**src/rtl/instr_fetch.sv**
```systemverilog
// Instruction fetch stage: reads two consecutive bytes at pc, assembles a 16-bit instruction
// and offers it to the decoder over a valid/ready handshake.
module instr_fetch #(
  parameter int unsigned   AW       = 5,
  parameter int unsigned   DW       = 8,
  parameter logic [AW-1:0] RESET_PC = '0
) (
  input  logic            clk_i,
  input  logic            rst_ni,
  input  logic            en_i,
  input  logic            bus_busy_i,
  input  logic [DW-1:0]   mem_data_i,
  output logic [AW-1:0]   mem_addr_o,
  output logic            mem_rd_o,
  input  logic            pc_load_i,
  input  logic [AW-1:0]   pc_load_addr_i,
  output logic [2*DW-1:0] ir_o,
  output logic            ir_valid_o,
  input  logic            ir_ready_i,
  output logic [AW-1:0]   pc_o
);

  localparam logic [1:0] StIdle  = 2'd0;
  localparam logic [1:0] StRdHi  = 2'd1;
  localparam logic [1:0] StRdLo  = 2'd2;
  localparam logic [1:0] StValid = 2'd3;

  logic [1:0]      state_q, state_d;
  logic [AW-1:0]   pc_q, pc_d;
  logic [2*DW-1:0] ir_q, ir_d;
  logic [AW-1:0]   pc_inc;

  // Wraps modulo 2^AW, so an instruction may straddle the top of memory.
  assign pc_inc = pc_q + AW'(1);

  always_comb begin
    state_d = state_q;
    pc_d    = pc_q;
    ir_d    = ir_q;
    if (pc_load_i) begin
      // Jump wins over everything; any partially fetched byte is abandoned.
      pc_d    = pc_load_addr_i;
      state_d = en_i ? StRdHi : StIdle;
    end else begin
      case (state_q)
        StIdle: begin
          if (en_i) state_d = StRdHi;
        end
        StRdHi: begin
          if (!bus_busy_i) begin
            ir_d[2*DW-1:DW] = mem_data_i;
            pc_d            = pc_inc;
            state_d         = StRdLo;
          end
        end
        StRdLo: begin
          if (!bus_busy_i) begin
            ir_d[DW-1:0] = mem_data_i;
            pc_d         = pc_inc;
            state_d      = StValid;
          end
        end
        StValid: begin
          if (ir_ready_i) state_d = en_i ? StRdHi : StIdle;
        end
        default: state_d = StIdle;
      endcase
    end
  end

  always_ff @(posedge clk_i or negedge rst_ni) begin
    if (!rst_ni) begin
      state_q <= StIdle;
      pc_q    <= RESET_PC;
      ir_q    <= '0;
    end else begin
      state_q <= state_d;
      pc_q    <= pc_d;
      ir_q    <= ir_d;
    end
  end

  assign mem_addr_o = pc_q;
  assign pc_o       = pc_q;
  assign ir_o       = ir_q;
  assign ir_valid_o = (state_q == StValid);
  // The only combinational input-to-output path: yield the bus to the execute stage.
  assign mem_rd_o   = ((state_q == StRdHi) || (state_q == StRdLo)) && !bus_busy_i;

endmodule

```
**config.mk**
```make
export PLATFORM = sky130hd
export DESIGN_NAME = instr_fetch
export DESIGN_NICKNAME = d
export VERILOG_FILES = /design/src/rtl/instr_fetch.sv
export SDC_FILE = /design/constraint.sdc
export NUM_CORES = 1
export LEC_CHECK = 0
export ABC_AREA = 0
export CORE_ASPECT_RATIO = 1.1
export CORE_MARGIN = 3
export CORE_UTILIZATION = 30
export DETAILED_ROUTE_END_ITERATION = 16
export REMOVE_ABC_BUFFERS = 1
export SLEW_MARGIN = 30
export SYNTH_ARGS = -nofsm -noshare
export SYNTH_HDL_FRONTEND = slang
export SYNTH_SLANG_ARGS = --single-unit
```
**constraint.sdc**
```tcl
create_clock -name clk_i -period 3.64 [get_ports clk_i]
set_input_delay 0.728 -clock clk_i [delete_from_list [all_inputs] [get_ports clk_i]]
set_output_delay 0.728 -clock clk_i [all_outputs]
set_load 0.05 [all_outputs]
```
==> results.json, run 1 <==
{
  "drive_gt1_frac": 0.190,
  "grt_usage": 0.111,
  "fin_util": 0.456,
  "finish.instance_area_um2": 1680,
  "cts.reportedPaths.clkPinSlew_ns": 0.08,
  "num_rows": 23,
  "postCtsSetupBuffers": 0,
  "drc": 0,
  "worstSetupEndpointType": "output pin",
  "synth.distinct_cells": 29,
  "syn_avg_cell_area_um2": 12.4,
  "cts_made_buffers": 3,
  "tightest_slew_ns": 0.718,
  "startpoint_type": "input pin",
  "dp_hpwl_mm": 1.84,
  "switching_power_w": 0.000745,
  "synth_top_area_cell": "dfrtp_1",
  "start_util": 0.316,
  "final_cell_mix": "clkdlybuf4s50_1, dfrtp_1, mux2_2",
  "antennaDiodeCount": 0,
  "crit_fanout": 5,
  "nets": 163,
  "fillCellCount": 379,
  "r2r-start": "state_q[0]",
  "drtIter0Drc": 20,
  "yosys_warnings": 0,
  "syn_area_um2": 1160,
  "overflow": 0,
  "antenna_found_initial": 0,
  "area_growth_pct": 44.4,
  "hp-class": "input pin to async pin",
  "setup_viol_count_final": 0,
  "placed_cell_area_um2": 1640,
  "htree_levels": 1,
  "grt_start_max_net_pins": 24,
  "timing.final.crit_period_ns": 3.07,
  "seq_power_share": 0.281,
  "switching_share": 0.480,
  "fp.dieH_um": 71.3,
  "wire_per_inst_um": 12.8,
  "grt_pass1_wl_mm": 4.18,
  "die-area_um2": 4660,
  "cts_tree": "yes",
  "skew_ns": 0.00220,
  "clk_latency_ns": 0.25,
  "num_vias": 851,
  "async_flop_share": 1.00,
  "synth_top_area_frac": 0.495,
  "arrival_ns": 2.34,
  "synth_cells": 94,
  "core_um2": 3680,
  "synth_edf_count": 0,
  "ios": 47,
  "post_cts_resize_count": 0,
  "clockPowerShare": 0.098,
  "synth-seq-area-share": 0.495,
  "ir_drop_mv": 0.450,
  "critical_path_required_ns": 2.91,
  "combPwrFrac": 0.621,
  "maxCapViolCount": 0,
  "outcome": "complete, no violations",
  "drtAntennaViolNets": 0,
  "synth-seq-cells": 23,
  "rsz0062_at_grt": "no",
  "drv_slew": 0,
  "clock_path_buffers": 2,
  "post-route-period-util": 0.842,
  "power_per_cell_area_nw_per_um2": 923,
  "grt_pass1_vias": 927,
  "leakage_nw": 0.718,
  "power.internal_w": 0.000806,
  "crit_type": "input pin to output pin",
  "totalPowerFinal_w": 0.00155,
  "final_common_cell": "clkdlybuf4s50_1",
  "routed_wl_mm": 2.39,
  "numPortBuffers": 46,
  "crit_start": "bus_busy_i",
  "cts_root_buffer": "clkbuf_8",
  "slew_headroom": 0.520,
  "setup_tns_ns": 0,
  "cts_sinks": 23,
  "viasPerCell": 4.55,
  "place.gp.congestion": 0.687,
  "fmax_mhz": 326,
  "die_w_um": 65.4,
  "synth_ff_type": "dfrtp_1",
  "hold_buffers": 0,
  "final_hold_viol_count": 0,
  "dr.pass1.iters": 3,
  "synth_area_leaders": "dfrtp_1, mux2_2, ha_1, buf_4, nor3b_4"
}
## state kept, by name, summed over array words and instances (netlist names)
signal      flops
ir_o           16
mem_addr_o      5
state_q         2
## synthesized netlist by cell type (2+ instances only)
cell type and number:
nor3b_4 2, buf_4 6, inv_1 3, nand2_1 7
nor2b_1 3, o21ai_0 4, nand3_1 3, nand2b_1 2
a31o_2 2, mux2_2 16, ha_1 6, dfrtp_1 23
## through the flow
step / hold slack (ns) / instances / setup WS [ns]
2_1_floorplan: 0.432 / 86 / 1.17
4_1_cts: 0.450 / 187 / 0.568
5_1_grt: 0.471 / 187 / 0.491
3_3_place_gp: 0.489 / 183 / 0.599
6_report: 0.437 / 187 / 0.574
3_5_place_dp: 0.495 / 183 / 0.585
## kinds of logic (layout without fill, tap and decap cells)
| logic type | Yosys count | count (layout) | share of synthesized area |
|---|---|---|---|
| XOR/XNOR | 2 | 2 | 0.0151 |
| flip-flops | 23 | 23 | 0.495 |
| multiplexers | 17 | 17 | 0.163 |
| adder cells (fa/ha/maj) | 6 | 6 | 0.0645 |
| AND/OR/NAND/NOR | 22 | 22 | 0.132 |
| AO/OA/AOI/OAI | 13 | 13 | 0.0742 |
| buffers and inverters | 11 | 54 | 0.0559 |
## layout make-up
class,count,area [µm²],share of cell area
Clock buffer,4,45.0,0.0268
Inverter,3,11.3,0.00670
Multi-Input combinational cell,60,523,0.311
Sequential cell,23,576,0.343
Tap cell,50,62.6,0.0372
Timing Repair Buffer,47,463,0.276
## power groups by stage
stage          Combinational, W  Clock [W]  Sequential [W]
6_report               0.000963   0.000152        0.000436
5_1_grt                 0.00102   0.000168        0.000456
4_1_cts                0.000974   0.000160        0.000438
3_5_place_dp           0.000970          0        0.000443
3_3_place_gp           0.000960          0        0.000435
2_1_floorplan          0.000265          0        0.000817
## worst paths after layout
path	slack [ns]	cells past startpoint	endpoint
worst max-delay path	0.57	3	mem_rd_o
max in group asynchronous	2.85	1	ir_o[2]
min in group clk_i	0.51	1	ir_o[12]
worst max register to register	1.90	4	ir_o[4]
worst min-delay path	0.44	1	ir_o[3]
worst min register to register	0.51	1	ir_o[12]
## layer usage
metal  GRT usage  vias to the layer above  part of all wire
li1            -                      410                 -
met5           0                        -                 0
met2       0.196                       29              0.50
met1       0.139                      412              0.43
met4      0.0207                        0                 0
met3      0.0235                        0             0.065
## worst max-delay path: stages
cell and delay [ns]:
clkdlybuf4s50_1 0.55, nor2b_1 0.22, clkdlybuf4s50_1 0.83
(Power assumes the default switching activity.)
==> run 2, diff against run 1 <==
Clock period 3.64 ns to 3.1 ns, I/O delays scaled along.
==> run 2 against run 1 <==
- global-route usage grew 0.87 points
- clock power grew 18%
- non-clock buffer count is the same
- critical endpoint unchanged
- register-to-register slack lost 0.73 ns
- clock skew grew 0.0028 ns
- critical path depth grew 1
==> results.json, run 2 (synthesis gave the netlist of run 1 again) <==
{
  "r2r_cells": 5,
  "combPwrFrac": 0.623,
  "reg2reg_slack_ns": 1.17,
  "critical_path_required_ns": 2.48,
  "clk_latency_ns": 0.26,
  "fmax_mhz": 392,
  "cts_tree": "yes",
  "final_common_cell": "clkdlybuf4s50_1",
  "drtAntennaViolNets": 0,
  "startpoint_type": "flop",
  "drive_gt1_frac": 0.197,
  "grt_start_max_net_pins": 24,
  "cp_slowest_cell": "nor2b_1",
  "die-area_um2": 4660,
  "clockPowerShare": 0.098,
  "skew_ns": 0.00496,
  "drtIter0Drc": 16,
  "num_rows": 23,
  "clock_path_buffers": 2,
  "overflow": 0,
  "switching_share": 0.481,
  "wl_met2_mm": 1.34,
  "largest_reg_flops": 16,
  "final_hold_viol_count": 0,
  "cts_made_buffers": 3,
  "power_per_cell_area_nw_per_um2": 1090,
  "ir_drop_mv": 0.449,
  "hp-class": "input pin to async pin",
  "routed_wl_mm": 2.53,
  "die_w_um": 65.4,
  "cts_root_buffer": "clkbuf_8",
  "wire_per_inst_um": 13.5,
  "ios": 47,
  "tightest_slew_ns": 0.557,
  "leakage_nw": 0.723,
  "timing.final.crit_period_ns": 2.55,
  "area_growth_pct": 45.3,
  "cts.reportedPaths.clkPinSlew_ns": 0.08,
  "maxCapViolCount": 0,
  "cp_cell_sequence": "inv_1, ha_1, nor2b_1, buf_12",
  "final_cell_mix": "clkdlybuf4s50_1, dfrtp_1, mux2_2",
  "arrival_ns": 1.93,
  "routed.top_layer": "met3",
  "crit_fanout": 6,
  "setup_viol_count_final": 0,
  "r2r-start": "state_q[0]",
  "worstSetupEndpointType": "output pin",
  "start_util": 0.316,
  "antennaDiodeCount": 0,
  "wl_met1_mm": 1.03,
  "switching_power_w": 0.000884,
  "rsz0062_at_grt": "no",
  "viasPerCell": 4.64,
  "postCtsSetupBuffers": 0,
  "fp.dieH_um": 71.3,
  "dp_hpwl_mm": 1.95,
  "setup_tns_ns": 0,
  "slew_headroom": 0.628,
  "seq_power_share": 0.279,
  "place.gp.congestion": 0.681,
  "numPortBuffers": 46,
  "grt_pass1_vias": 980,
  "power.internal_w": 0.000953,
  "cp_num_buf_inv": 2,
  "core_um2": 3680,
  "drv_slew": 0,
  "cts_sinks": 23,
  "htree_levels": 1,
  "grt_pass1_wl_mm": 4.46,
  "wl_met3_um": 160,
  "post-route-period-util": 0.823,
  "nets": 163,
  "hold_ws_ns": 0.326,
  "post_cts_resize_count": 0,
  "hold_buffers": 0,
  "timing.rr.end": "mem_addr_o[1]",
  "grt_usage": 0.119,
  "outcome": "complete, no violations",
  "path_delay_family": "simple AND/OR/NAND/NOR gates",
  "drc": 0,
  "dr.pass1.iters": 4,
  "max_stage_delay_ns": 0.50,
  "antenna_found_initial": 0,
  "num_vias": 868,
  "crit_type": "flop to output pin"
}
run 2: cell types whose count changed in the layout (fill, tap and decap cells not counted), sizes merged:
cell | previous run | this run
buf | 2 | 3
clkdlybuf4s50 | 45 | 44
run 2: final cells by class:
cell class                      instances  area, µm²
Clock buffer                            4       45.0
Fill cell                             372       1990
Inverter                                3       11.3
Multi-Input combinational cell         60        523
Sequential cell                        23        576
Tap cell                               50       62.6
Timing Repair Buffer                   47        473
run 2: worst max-delay path by stage:
stage,startpoint,to,slack (ns),cells after the start
2_1_floorplan,state_q[0],mem_rd_o,0.74,3
3_3_place_gp,bus_busy_i,mem_rd_o,0.64,3
3_5_place_dp,bus_busy_i,mem_rd_o,0.59,3
4_1_cts,state_q[0],mem_rd_o,0.56,4
5_1_grt,state_q[0],mem_rd_o,0.42,4
6_report,state_q[0],mem_rd_o,0.55,4
run 2: worst register-to-register path, cell delays in order (launching register included):
cell	delay (ns)
dfrtp_1	0.46
inv_1	0.12
ha_1	0.38
nor2b_1	0.50
mux2i_1	0.25
o21ai_0	0.10
run 2: layer usage:
metal	global-route usage	vias to the layer above
li1	-	410
met1	0.144	429
met2	0.217	29
met3	0.0235	0
met4	0.0276	0
met5	0	-
run 2: power by group through the flow:
stage               combinational (W)  sequential, W  clock [W]
finish                        0.00114       0.000512   0.000180
global route                  0.00120       0.000532   0.000203
CTS                           0.00116       0.000513   0.000189
detailed placement            0.00115       0.000518          0
global placement              0.00114       0.000512          0
floorplan                    0.000312       0.000959          0
run 2: stage by stage:
stage | setup WS (ns) | area [µm²] | utilization | instances | total power [W]
floorplan | 0.736 | 1110 | - | 86 | 0.00127
global placement | 0.639 | 1650 | 0.448 | 183 | 0.00165
detailed placement | 0.594 | 1650 | 0.447 | 183 | 0.00167
CTS | 0.560 | 1690 | 0.459 | 187 | 0.00186
global route | 0.420 | 1690 | 0.459 | 187 | 0.00194
finish | 0.549 | 1690 | 0.459 | 187 | 0.00184
==> run 3, diff against run 2 <==
Clock period 3.1 ns to 2.3 ns, I/O delays scaled along.
==> run 3 against run 2 <==
- via count is 0.92% lower
- non-clock buffer count rose by 2
- register-to-register slack got worse by 0.66 ns
- critical path depth unchanged
- sequential power rose by 36%
- sequential share of layout area shrank 0.45 points
- count of clock-buffer cells in the layout is the same
- combinational power up 36%
- global-route usage shrank 0.50 points
- final cell count increased by 1.1%
- critical path type unchanged
- largest power group unchanged
==> results.json, run 3 (synthesis gave the netlist of run 1 again) <==
{
  "arrival_ns": 1.66,
  "r2r_cells": 6,
  "fillCellCount": 383,
  "dp_hpwl_mm": 1.93,
  "min_path_cells": 1,
  "drtIter0Drc": 15,
  "r2r-start": "state_q[0]",
  "totalPowerFinal_w": 0.00249,
  "viasPerCell": 4.55,
  "critical_path_required_ns": 1.84,
  "cp_cell_sequence": "inv_1, ha_1, nor2b_1, buf_12",
  "nets": 165,
  "wire_per_inst_um": 12.9,
  "final_cell_mix": "clkdlybuf4s50_1, dfrtp_1, mux2_2",
  "drv_slew": 0,
  "wl_met1_mm": 1.02,
  "setup_tns_ns": 0,
  "max_stage_delay_ns": 0.44,
  "core_um2": 3680,
  "tightest_slew_ns": 0.511,
  "wl_met2_mm": 1.28,
  "place.gp.congestion": 0.702,
  "worstSetupEndpointType": "output pin",
  "fmax_mhz": 471,
  "grt_usage": 0.114,
  "seq_power_share": 0.280,
  "timing.final.crit_period_ns": 2.12,
  "cts_sinks": 23,
  "drc": 0,
  "routed_wl_mm": 2.44,
  "cts_tree": "yes",
  "wl_met3_um": 132,
  "skew_ns": 0.00649,
  "dr.pass1.iters": 3,
  "grt_pass1_wl_mm": 4.20,
  "maxCapViolCount": 0,
  "die_w_um": 65.4,
  "clockPowerShare": 0.098,
  "final_common_cell": "clkdlybuf4s50_1",
  "cts_made_buffers": 3,
  "ios": 47,
  "final_hold_viol_count": 0,
  "largest_reg_flops": 16,
  "hp-class": "flop to flop",
  "setup_viol_count_final": 0,
  "antennaDiodeCount": 0,
  "whs_endpoint": "ir_o[4]",
  "clk_latency_ns": 0.26,
  "power.internal_w": 0.00130,
  "slew_headroom": 0.658,
  "antenna_found_initial": 0,
  "timing.rr.end": "mem_addr_o[1]",
  "rsz0062_at_grt": "no",
  "cp_slowest_cell": "dfrtp_1",
  "outcome": "complete, no violations",
  "htree_levels": 1,
  "fp.dieH_um": 71.3,
  "grt_start_max_net_pins": 24,
  "fin_util": 0.465,
  "die-area_um2": 4660,
  "crit_fanout": 6,
  "startpoint_type": "flop",
  "num_rows": 23,
  "hp-start": "ir_o[4]",
  "cp_num_buf_inv": 2,
  "cts_root_buffer": "clkbuf_8",
  "numPortBuffers": 46,
  "postCtsSetupBuffers": 0,
  "area_growth_pct": 47.2,
  "cts.reportedPaths.clkPinSlew_ns": 0.08,
  "grt_pass1_vias": 884,
  "drive_gt1_frac": 0.201,
  "ir_drop_mv": 0.722,
  "clock_path_buffers": 2,
  "drtAntennaViolNets": 0,
  "switching_power_w": 0.00119,
  "power_per_cell_area_nw_per_um2": 1450,
  "post-route-period-util": 0.924,
  "overflow": 0,
  "switching_share": 0.479,
  "routed.top_layer": "met3",
  "leakage_nw": 0.750,
  "start_util": 0.316,
  "path_delay_family": "flip-flops",
  "reg2reg_slack_ns": 0.51,
  "num_vias": 860,
  "combPwrFrac": 0.622,
  "crit_type": "flop to output pin"
}
[run 3: worst register-to-register path, stage by stage (launching register included)]
cell     delay, ns
dfrtp_1       0.44
inv_1         0.11
ha_1          0.37
nor2b_1       0.30
buf_4         0.20
mux2i_1       0.16
o21ai_0       0.09
[run 3: per-stage QoR]
step	worst slack, ns	cells	hold slack, ns	area (µm²)
finish	0.175	189	0.508	1710
global route	0.0192	189	0.535	1710
CTS	0.0712	189	0.515	1710
detailed placement	0.167	185	0.496	1670
global placement	0.184	185	0.491	1670
floorplan	0.0906	86	0.164	1110
[run 3: timing repair]
action	CTS	global route
hold endpoints to repair	0	0
hold buffers	0	0
setup endpoints to repair	0	1
resized for setup	0	1
[run 3: how the worst max path moves through the flow]
stage          depth (start not counted)        from       endpoint
2_1_floorplan                          5  state_q[0]  mem_addr_o[1]
3_3_place_gp                           3   pc_load_i        ir_o[0]
3_5_place_dp                           3   pc_load_i        ir_o[7]
4_1_cts                                2  state_q[0]     ir_valid_o
5_1_grt                                4  state_q[0]       mem_rd_o
6_report                               4  state_q[0]       mem_rd_o
[run 3: cell type report]
| class | instances | area (µm²) | area share |
|---|---|---|---|
| Sequential cell | 23 | 576 | 0.336 |
| Multi-Input combinational cell | 60 | 523 | 0.305 |
| Timing Repair Buffer | 49 | 495 | 0.289 |
| Tap cell | 50 | 62.6 | 0.0365 |
| Clock buffer | 4 | 45.0 | 0.0263 |
| Inverter | 3 | 11.3 | 0.00657 |
[run 3: layer usage]
layer,track usage,up-vias
met5,0,-
met4,0.0276,0
met3,0.0282,0
met2,0.204,29
met1,0.138,416
li1,-,415
[run 3: power by group through the flow]
stage	Combinational (W)	Sequential [W]	Clock (W)
2_1_floorplan	0.000420	0.00129	0
3_5_place_dp	0.00156	0.000710	0
4_1_cts	0.00156	0.000702	0.000256
3_3_place_gp	0.00154	0.000701	0
5_1_grt	0.00162	0.000731	0.000273
6_report	0.00155	0.000696	0.000244
